===== config.mk =====
export PLATFORM = sky130hd
export DESIGN_NAME = axi_rd_arbiter
export DESIGN_NICKNAME = d
export VERILOG_FILES = /design/src/rtl/pairhmm_axi_pkg.sv /design/src/rtl/rr_arbiter.sv /design/src/rtl/axi_rd_arbiter.sv
export SDC_FILE = /design/constraint.sdc
export NUM_CORES = 1
export LEC_CHECK = 0
export CORE_AREA = 2 2 526 528
export CTS_CLUSTER_SIZE = 14
export DETAILED_ROUTE_END_ITERATION = 8
export DIE_AREA = 0 0 528 530
export PLACE_DENSITY = 0.3
export SYNTH_ARGS = -nofsm -noshare
export SYNTH_HDL_FRONTEND = slang
export SYNTH_SLANG_ARGS = --single-unit

===== constraint.sdc =====
create_clock -name clk -period 3.3 [get_ports clk]
set_input_delay 0.33 -clock clk [delete_from_list [all_inputs] [get_ports clk]]
set_output_delay 0.33 -clock clk [all_outputs]
set_load 0.01 [all_outputs]

===== src/rtl/pairhmm_axi_pkg.sv =====
// Shared AXI read-path definitions for the Pair-HMM memory arbiters:
// FSM state encoding, AXI response codes, default widths and a small
// round-robin pointer helper.
package pairhmm_axi_pkg;

    localparam int AXI_ADDR_W = 64;
    localparam int AXI_DATA_W = 512;
    localparam int AXI_LEN_W  = 8;
    localparam int AXI_RESP_W = 2;

    localparam logic [AXI_RESP_W-1:0] RESP_OKAY   = 2'b00;
    localparam logic [AXI_RESP_W-1:0] RESP_SLVERR = 2'b10;

    // One outstanding burst: arbitrate, issue the address, stream the data.
    typedef enum logic [1:0] {
        IDLE = 2'd0,
        ADDR = 2'd1,
        DATA = 2'd2
    } rd_state_t;

    // Next round-robin start position after index idx among n requesters.
    function automatic int rr_wrap_inc(input int idx, input int n);
        return (idx + 1 >= n) ? 0 : idx + 1;
    endfunction

endpackage


===== src/rtl/rr_arbiter.sv =====
// Combinational round-robin picker: grants the first asserted request at or
// after ptr, wrapping past NUM_REQ-1 back to 0. Shared with the write path.
module rr_arbiter #(
    parameter int NUM_REQ = 3,
    parameter int IDX_W   = (NUM_REQ > 1) ? $clog2(NUM_REQ) : 1
) (
    input  logic [NUM_REQ-1:0] req,
    input  logic [IDX_W-1:0]   ptr,
    output logic [NUM_REQ-1:0] grant,
    output logic [IDX_W-1:0]   grant_idx,
    output logic               grant_valid
);

    // Scan from the farthest offset down to ptr so the closest request wins.
    always_comb begin
        int idx;
        idx         = 0;
        grant       = '0;
        grant_idx   = '0;
        grant_valid = 1'b0;
        for (int k = NUM_REQ - 1; k >= 0; k--) begin
            idx = int'(ptr) + k;
            if (idx >= NUM_REQ) begin
                idx = idx - NUM_REQ;
            end
            if (req[idx]) begin
                grant       = '0;
                grant[idx]  = 1'b1;
                grant_idx   = IDX_W'(idx);
                grant_valid = 1'b1;
            end
        end
    end

endmodule


===== src/rtl/axi_rd_arbiter.sv =====
// Shares one AXI4 read port (AR + R) among NUM_REQ Pair-HMM read engines.
// Round-robin arbitration, one outstanding burst, grant held until RLAST.
// AR outputs are registered; the R path is a zero-latency pass-through
// steered to the granted requester only.
// Optional feature: define RD_ERR_CNT_EN to add a saturating 16-bit error
// beat counter (err_cnt) with a synchronous clear input (err_clr).
module axi_rd_arbiter
    import pairhmm_axi_pkg::*;
#(
    parameter int NUM_REQ = 3,
    parameter int ADDR_W  = AXI_ADDR_W,
    parameter int DATA_W  = AXI_DATA_W,
    parameter int LEN_W   = AXI_LEN_W
) (
    input  logic                      clk,
    input  logic                      rst_n,
    // requester side
    input  logic [NUM_REQ*ADDR_W-1:0] req_araddr,
    input  logic [NUM_REQ*LEN_W-1:0]  req_arlen,
    input  logic [NUM_REQ-1:0]        req_arvalid,
    output logic [NUM_REQ-1:0]        req_arready,
    output logic [DATA_W-1:0]         req_rdata,
    output logic [1:0]                req_rresp,
    output logic                      req_rlast,
    output logic [NUM_REQ-1:0]        req_rvalid,
    input  logic [NUM_REQ-1:0]        req_rready,
    // DDR side
    output logic [ADDR_W-1:0]         ARADDR,
    output logic [LEN_W-1:0]          ARLEN,
    output logic                      ARVALID,
    input  logic                      ARREADY,
    input  logic [DATA_W-1:0]         RDATA,
    input  logic [1:0]                RRESP,
    input  logic                      RLAST,
    input  logic                      RVALID,
    output logic                      RREADY,
    output logic                      busy
`ifdef RD_ERR_CNT_EN
    ,
    output logic [15:0]               err_cnt,
    input  logic                      err_clr
`endif
);

    localparam int IDX_W = (NUM_REQ > 1) ? $clog2(NUM_REQ) : 1;

    rd_state_t            state_reg;
    logic [IDX_W-1:0]     grant_reg;
    logic [IDX_W-1:0]     rr_ptr_reg;

    logic [ADDR_W-1:0]    addr_arr [NUM_REQ];
    logic [LEN_W-1:0]     len_arr  [NUM_REQ];

    logic [NUM_REQ-1:0]   win_onehot;
    logic [IDX_W-1:0]     win_idx;
    logic                 win_valid;

    logic                 in_idle;
    logic                 in_data;
    logic                 r_last_hs;

    // Unpack the flat requester buses into per-requester views.
    generate
        for (genvar gi = 0; gi < NUM_REQ; gi++) begin : g_unpack
            assign addr_arr[gi] = req_araddr[gi*ADDR_W +: ADDR_W];
            assign len_arr[gi]  = req_arlen[gi*LEN_W +: LEN_W];
        end
    endgenerate

    rr_arbiter #(
        .NUM_REQ (NUM_REQ),
        .IDX_W   (IDX_W)
    ) u_rr_arbiter (
        .req         (req_arvalid),
        .ptr         (rr_ptr_reg),
        .grant       (win_onehot),
        .grant_idx   (win_idx),
        .grant_valid (win_valid)
    );

    assign in_idle   = (state_reg == IDLE);
    assign in_data   = (state_reg == DATA);
    assign r_last_hs = RVALID && RREADY && RLAST;

    // Accept pulse only while idle; held low while reset is asserted.
    assign req_arready = (in_idle && rst_n) ? win_onehot : '0;

    // R path: data/resp/last broadcast, valid steered to the grant only.
    assign req_rdata = RDATA;
    assign req_rresp = RRESP;
    assign req_rlast = RLAST;
    assign RREADY    = in_data ? req_rready[grant_reg] : 1'b0;

    generate
        for (genvar gi = 0; gi < NUM_REQ; gi++) begin : g_rvalid
            assign req_rvalid[gi] = in_data && RVALID && (grant_reg == IDX_W'(gi));
        end
    endgenerate

    // Arbitration FSM with registered AR channel and busy flag.
    always_ff @(posedge clk or negedge rst_n) begin
        if (!rst_n) begin
            state_reg  <= IDLE;
            grant_reg  <= '0;
            rr_ptr_reg <= '0;
            ARADDR     <= '0;
            ARLEN      <= '0;
            ARVALID    <= 1'b0;
            busy       <= 1'b0;
        end else begin
            case (state_reg)
                IDLE: begin
                    if (win_valid) begin
                        grant_reg <= win_idx;
                        ARADDR    <= addr_arr[win_idx];
                        ARLEN     <= len_arr[win_idx];
                        ARVALID   <= 1'b1;
                        busy      <= 1'b1;
                        state_reg <= ADDR;
                    end else begin
                        // Nothing pending: keep the DDR-side outputs quiet.
                        ARADDR    <= '0;
                        ARLEN     <= '0;
                        ARVALID   <= 1'b0;
                        busy      <= 1'b0;
                    end
                end
                ADDR: begin
                    if (ARREADY) begin
                        ARVALID   <= 1'b0;
                        state_reg <= DATA;
                    end
                end
                DATA: begin
                    if (r_last_hs) begin
                        rr_ptr_reg <= IDX_W'(rr_wrap_inc(int'(grant_reg), NUM_REQ));
                        busy       <= 1'b0;
                        state_reg  <= IDLE;
                    end
                end
                default: begin
                    ARVALID   <= 1'b0;
                    busy      <= 1'b0;
                    state_reg <= IDLE;
                end
            endcase
        end
    end

`ifdef RD_ERR_CNT_EN
    // Count accepted error beats, saturating; a clear wins over an increment.
    always_ff @(posedge clk or negedge rst_n) begin
        if (!rst_n) begin
            err_cnt <= '0;
        end else if (err_clr) begin
            err_cnt <= '0;
        end else if (RVALID && RREADY && (RRESP != RESP_OKAY) && (err_cnt != 16'hFFFF)) begin
            err_cnt <= err_cnt + 16'd1;
        end
    end
`endif

endmodule


==> flow_metrics.env <==
export IMPL_hold_viol_final=0
export IMPL_post_drt_wl_per_cell_um=30.9
export IMPL_overflow=0
export IMPL_tns_ns=0
export IMPL_vias=6450
export IMPL_clockBufferDepth=2
export IMPL_synth_top_area_cell="buf_4"
export IMPL_synth_nets=1746
export IMPL_rsz0062_at_grt="no"
export IMPL_fmax_mhz=324
export IMPL_ys_flop_type="dfrtp_1"
export IMPL_synth_async_sr_flop_share_pct=100
export IMPL_fin_crit_sh_pct=93.5
export IMPL_min_path_type="in -> async"
export IMPL_clockRootBuffer="clkbuf_16"
export IMPL_worst_pin_slew_ns=0.888
export IMPL_syn_to_final_growth_pct=45.7
export IMPL_die_area_um2=280000
export IMPL_cp_arrival_ns=2.76
export IMPL_path_common_cell="a21oi_1"
export IMPL_netlist_area_um2=8980
export IMPL_power_uw=10200
export IMPL_slowest_delay_ns=0.50
export IMPL_critPathRequiredTime_ns=2.97
export IMPL_max_cap_viol_count=0
export IMPL_drtIter0Drc=485
export IMPL_startpoint_type="flop"
export IMPL_num_nets_final=1533
export IMPL_cts_buffers=9
export IMPL_portBuffers=308
export IMPL_place_hpwl_mm=126
export IMPL_whs_ns=0.306
export IMPL_wl_mm=136
export IMPL_syn_avg_cell_area_um2=8.97
export IMPL_synthTopCellsByArea="buf_4, dfrtp_1, o22ai_2"
export IMPL_grt_pass1_wl_mm=151
export IMPL_die_h_um=530
export IMPL_maxSlewViolCount=0
export IMPL_syn_inst=1001
export IMPL_insertion_delay_ns=0.44
export IMPL_power_frac_comb_pct=68.1
export IMPL_synth_edff_count=0
export IMPL_grt_usage_pct=9.35
export IMPL_vias_per_cell=1.46
export IMPL_layout_commonest_cell="clkdlybuf4s50_1"
export IMPL_cts_tree="done"
export IMPL_start_util_pct=3.27
export IMPL_rr_worst_depth=9
export IMPL_power_frac_seq_pct=19.0
export IMPL_worst_setup_path_end_kind="output port"
export IMPL_rows=193
export IMPL_leakage_uw=0.00385
export IMPL_peakVddDrop_v=0.000575
export IMPL_ys_warn_count=0
export IMPL_slowest_stage="clkdlybuf4s50_1"
export IMPL_grt_pass1_vias=6710
export IMPL_period_minus_slack_ns=3.09
export IMPL_nFillCells=32500
export IMPL_cp_max_fo=8
export IMPL_core_um2=275000
export IMPL_synth_top_area_share_pct=43.6
export IMPL_largest_reg_flops=64
export IMPL_setup_violations=0
export IMPL_ys_types=43
export IMPL_ys_seq_elements=80
export IMPL_antenna_found_initial=51
export IMPL_crit_type="reg -> out"
export IMPL_htreeDepth=3
export IMPL_p_switching_uw=5000
export IMPL_clk_pin_slew_ns=0.10
export IMPL_grt_max_degree=73
export IMPL_fin_skew_ns=0.0234
export IMPL_final_layout_size_suffix_gt1_share_pct=15.6
export IMPL_swShare_pct=49.0
export IMPL_regMostFlops="ARADDR"
export IMPL_status="finished, final reports clean"
export IMPL_slew_headroom_pct=40.8
export IMPL_ys_seq_area_share_pct=22.3
export IMPL_powerDensity_nw_per_um2=780
export IMPL_io_pins=1337
export IMPL_cts_sinks=80
export IMPL_route_detailed_drc=0
export IMPL_utilization_pct=4.76
export IMPL_drt_first_pass_iters=4
export IMPL_reg_top3="ARADDR: 64 flops, ARLEN: 8 flops"
export IMPL_path_cells="inv_1 -> ha_1 -> nand2_1 -> a21oi_2 -> a21oi_1 -> o21ai_0 -> a21oi_1 -> clkdlybuf4s50_1"
export IMPL_final_cell_mix="clkdlybuf4s50_1, dfrtp_1, a21oi_1, nor2_1, mux2i_1"
export IMPL_p_int_uw=5200
export IMPL_die_w_um=528
export IMPL_detail_route_antenna_nets=0
export IMPL_clockPowerShare_pct=12.9
export IMPL_gp_congestion=0.783
metrics by stage:
stage / setup WS (ns) / area [um2] / instances
floorplan: 1.06 / 8980 / 1001
global placement: 0.287 / 12700 / 4383
detailed placement: 0.248 / 12700 / 4383
CTS: 0.151 / 13100 / 4400
global route: 0.0340 / 13100 / 4401
finish: 0.215 / 13100 / 4409
final cells by class:
type | instances | area (um2) | share of cell area, %
repair buffers | 334 | 3430 | 26.2
diodes | 9 | 22.5 | 0.172
inverters | 4 | 15.0 | 0.115
clock inverters | 6 | 83.8 | 0.641
well taps | 3607 | 4510 | 34.5
flip-flops and latches | 80 | 2000 | 15.3
multi-input cells | 359 | 2790 | 21.3
clock buffers | 10 | 229 | 1.75
synth_stat cells (2+ instances only):
cell type and number:
o22ai_2 70, nor2_1 78, dfrtp_1 80, nand2_1 11, mux2i_1 74, o21ai_0 4, inv_1 4, o22ai_1 2
buf_1 2, a21o_1 3, buf_12 8, ha_1 4, buf_6 2, buf_2 3, buf_4 522, nor3b_1 2
clkbuf_1 21, and2_1 2, a21oi_1 77, nand2b_1 5, nor2b_1 5
layer usage:
metal / GRT usage [%] / wire length, um / share of wire [%] / up-vias
met1: 4.50 / 22500 / 16 / 2708
met3: 16.5 / 51700 / 38 / 375
met5: 0.222 / 359 / 0.26 / -
met4: 5.64 / 8880 / 6.5 / 44
met2: 12.6 / 53000 / 39 / 931
li1: - / - / - / 2392
what timing repair did:
action,4_1_cts,5_1_grt
endpoints found under the hold margin,13,0
hold buffers,1,0
buffers inserted,0,0
resized for setup,0,0
cell families after synthesis:
group                      count (synthesis)  share of synthesized area [%]
buffers and inverters                    562                           47.0
AOI/OAI and AO/OA                        170                           16.4
and+or+nand+nor                          109                           5.18
DFF                                       80                           22.3
muxes                                     76                           8.63
adders and majority gates                  4                          0.557
critical path: cells and delay by family, from the launching register on:
kind / cells / cell delay, ns
compound gates: 4 / 0.73
buf+inv: 2 / 0.61
flops: 1 / 0.41
fa+ha+maj: 1 / 0.40
simple gates: 1 / 0.15
worst paths after layout:
path,from,endpoint,slack (ns)
setup / recovery,rr_ptr_reg[0]$_DFFE_PN0P_,req_arready[0],0.21
hold / removal,rst_n,ARVALID$_DFFE_PN0P_,0.31
setup reg to reg,rr_ptr_reg[0]$_DFFE_PN0P_,ARLEN[6]$_DFFE_PN0N_,0.38
hold reg to reg,ARVALID$_DFFE_PN0P_,ARVALID$_DFFE_PN0P_,0.54
max in group asynchronous,rst_n,ARADDR[40]$_DFFE_PN0N_,2.09
min in group clk,ARREADY,state_reg[0]$_DFFE_PN0P_,0.51
power groups by stage:
stage                     Combinational (uW)  Sequential [uW]  Clock, uW
after CTS                               7190             1930       1420
after global routing                    7460             1990       1430
after global placement                  7130             1950          0
after detailed placement                7170             1940          0
final                                   6940             1940       1320
after floorplan                         4330             2030          0
(Power assumes the default switching activity.)
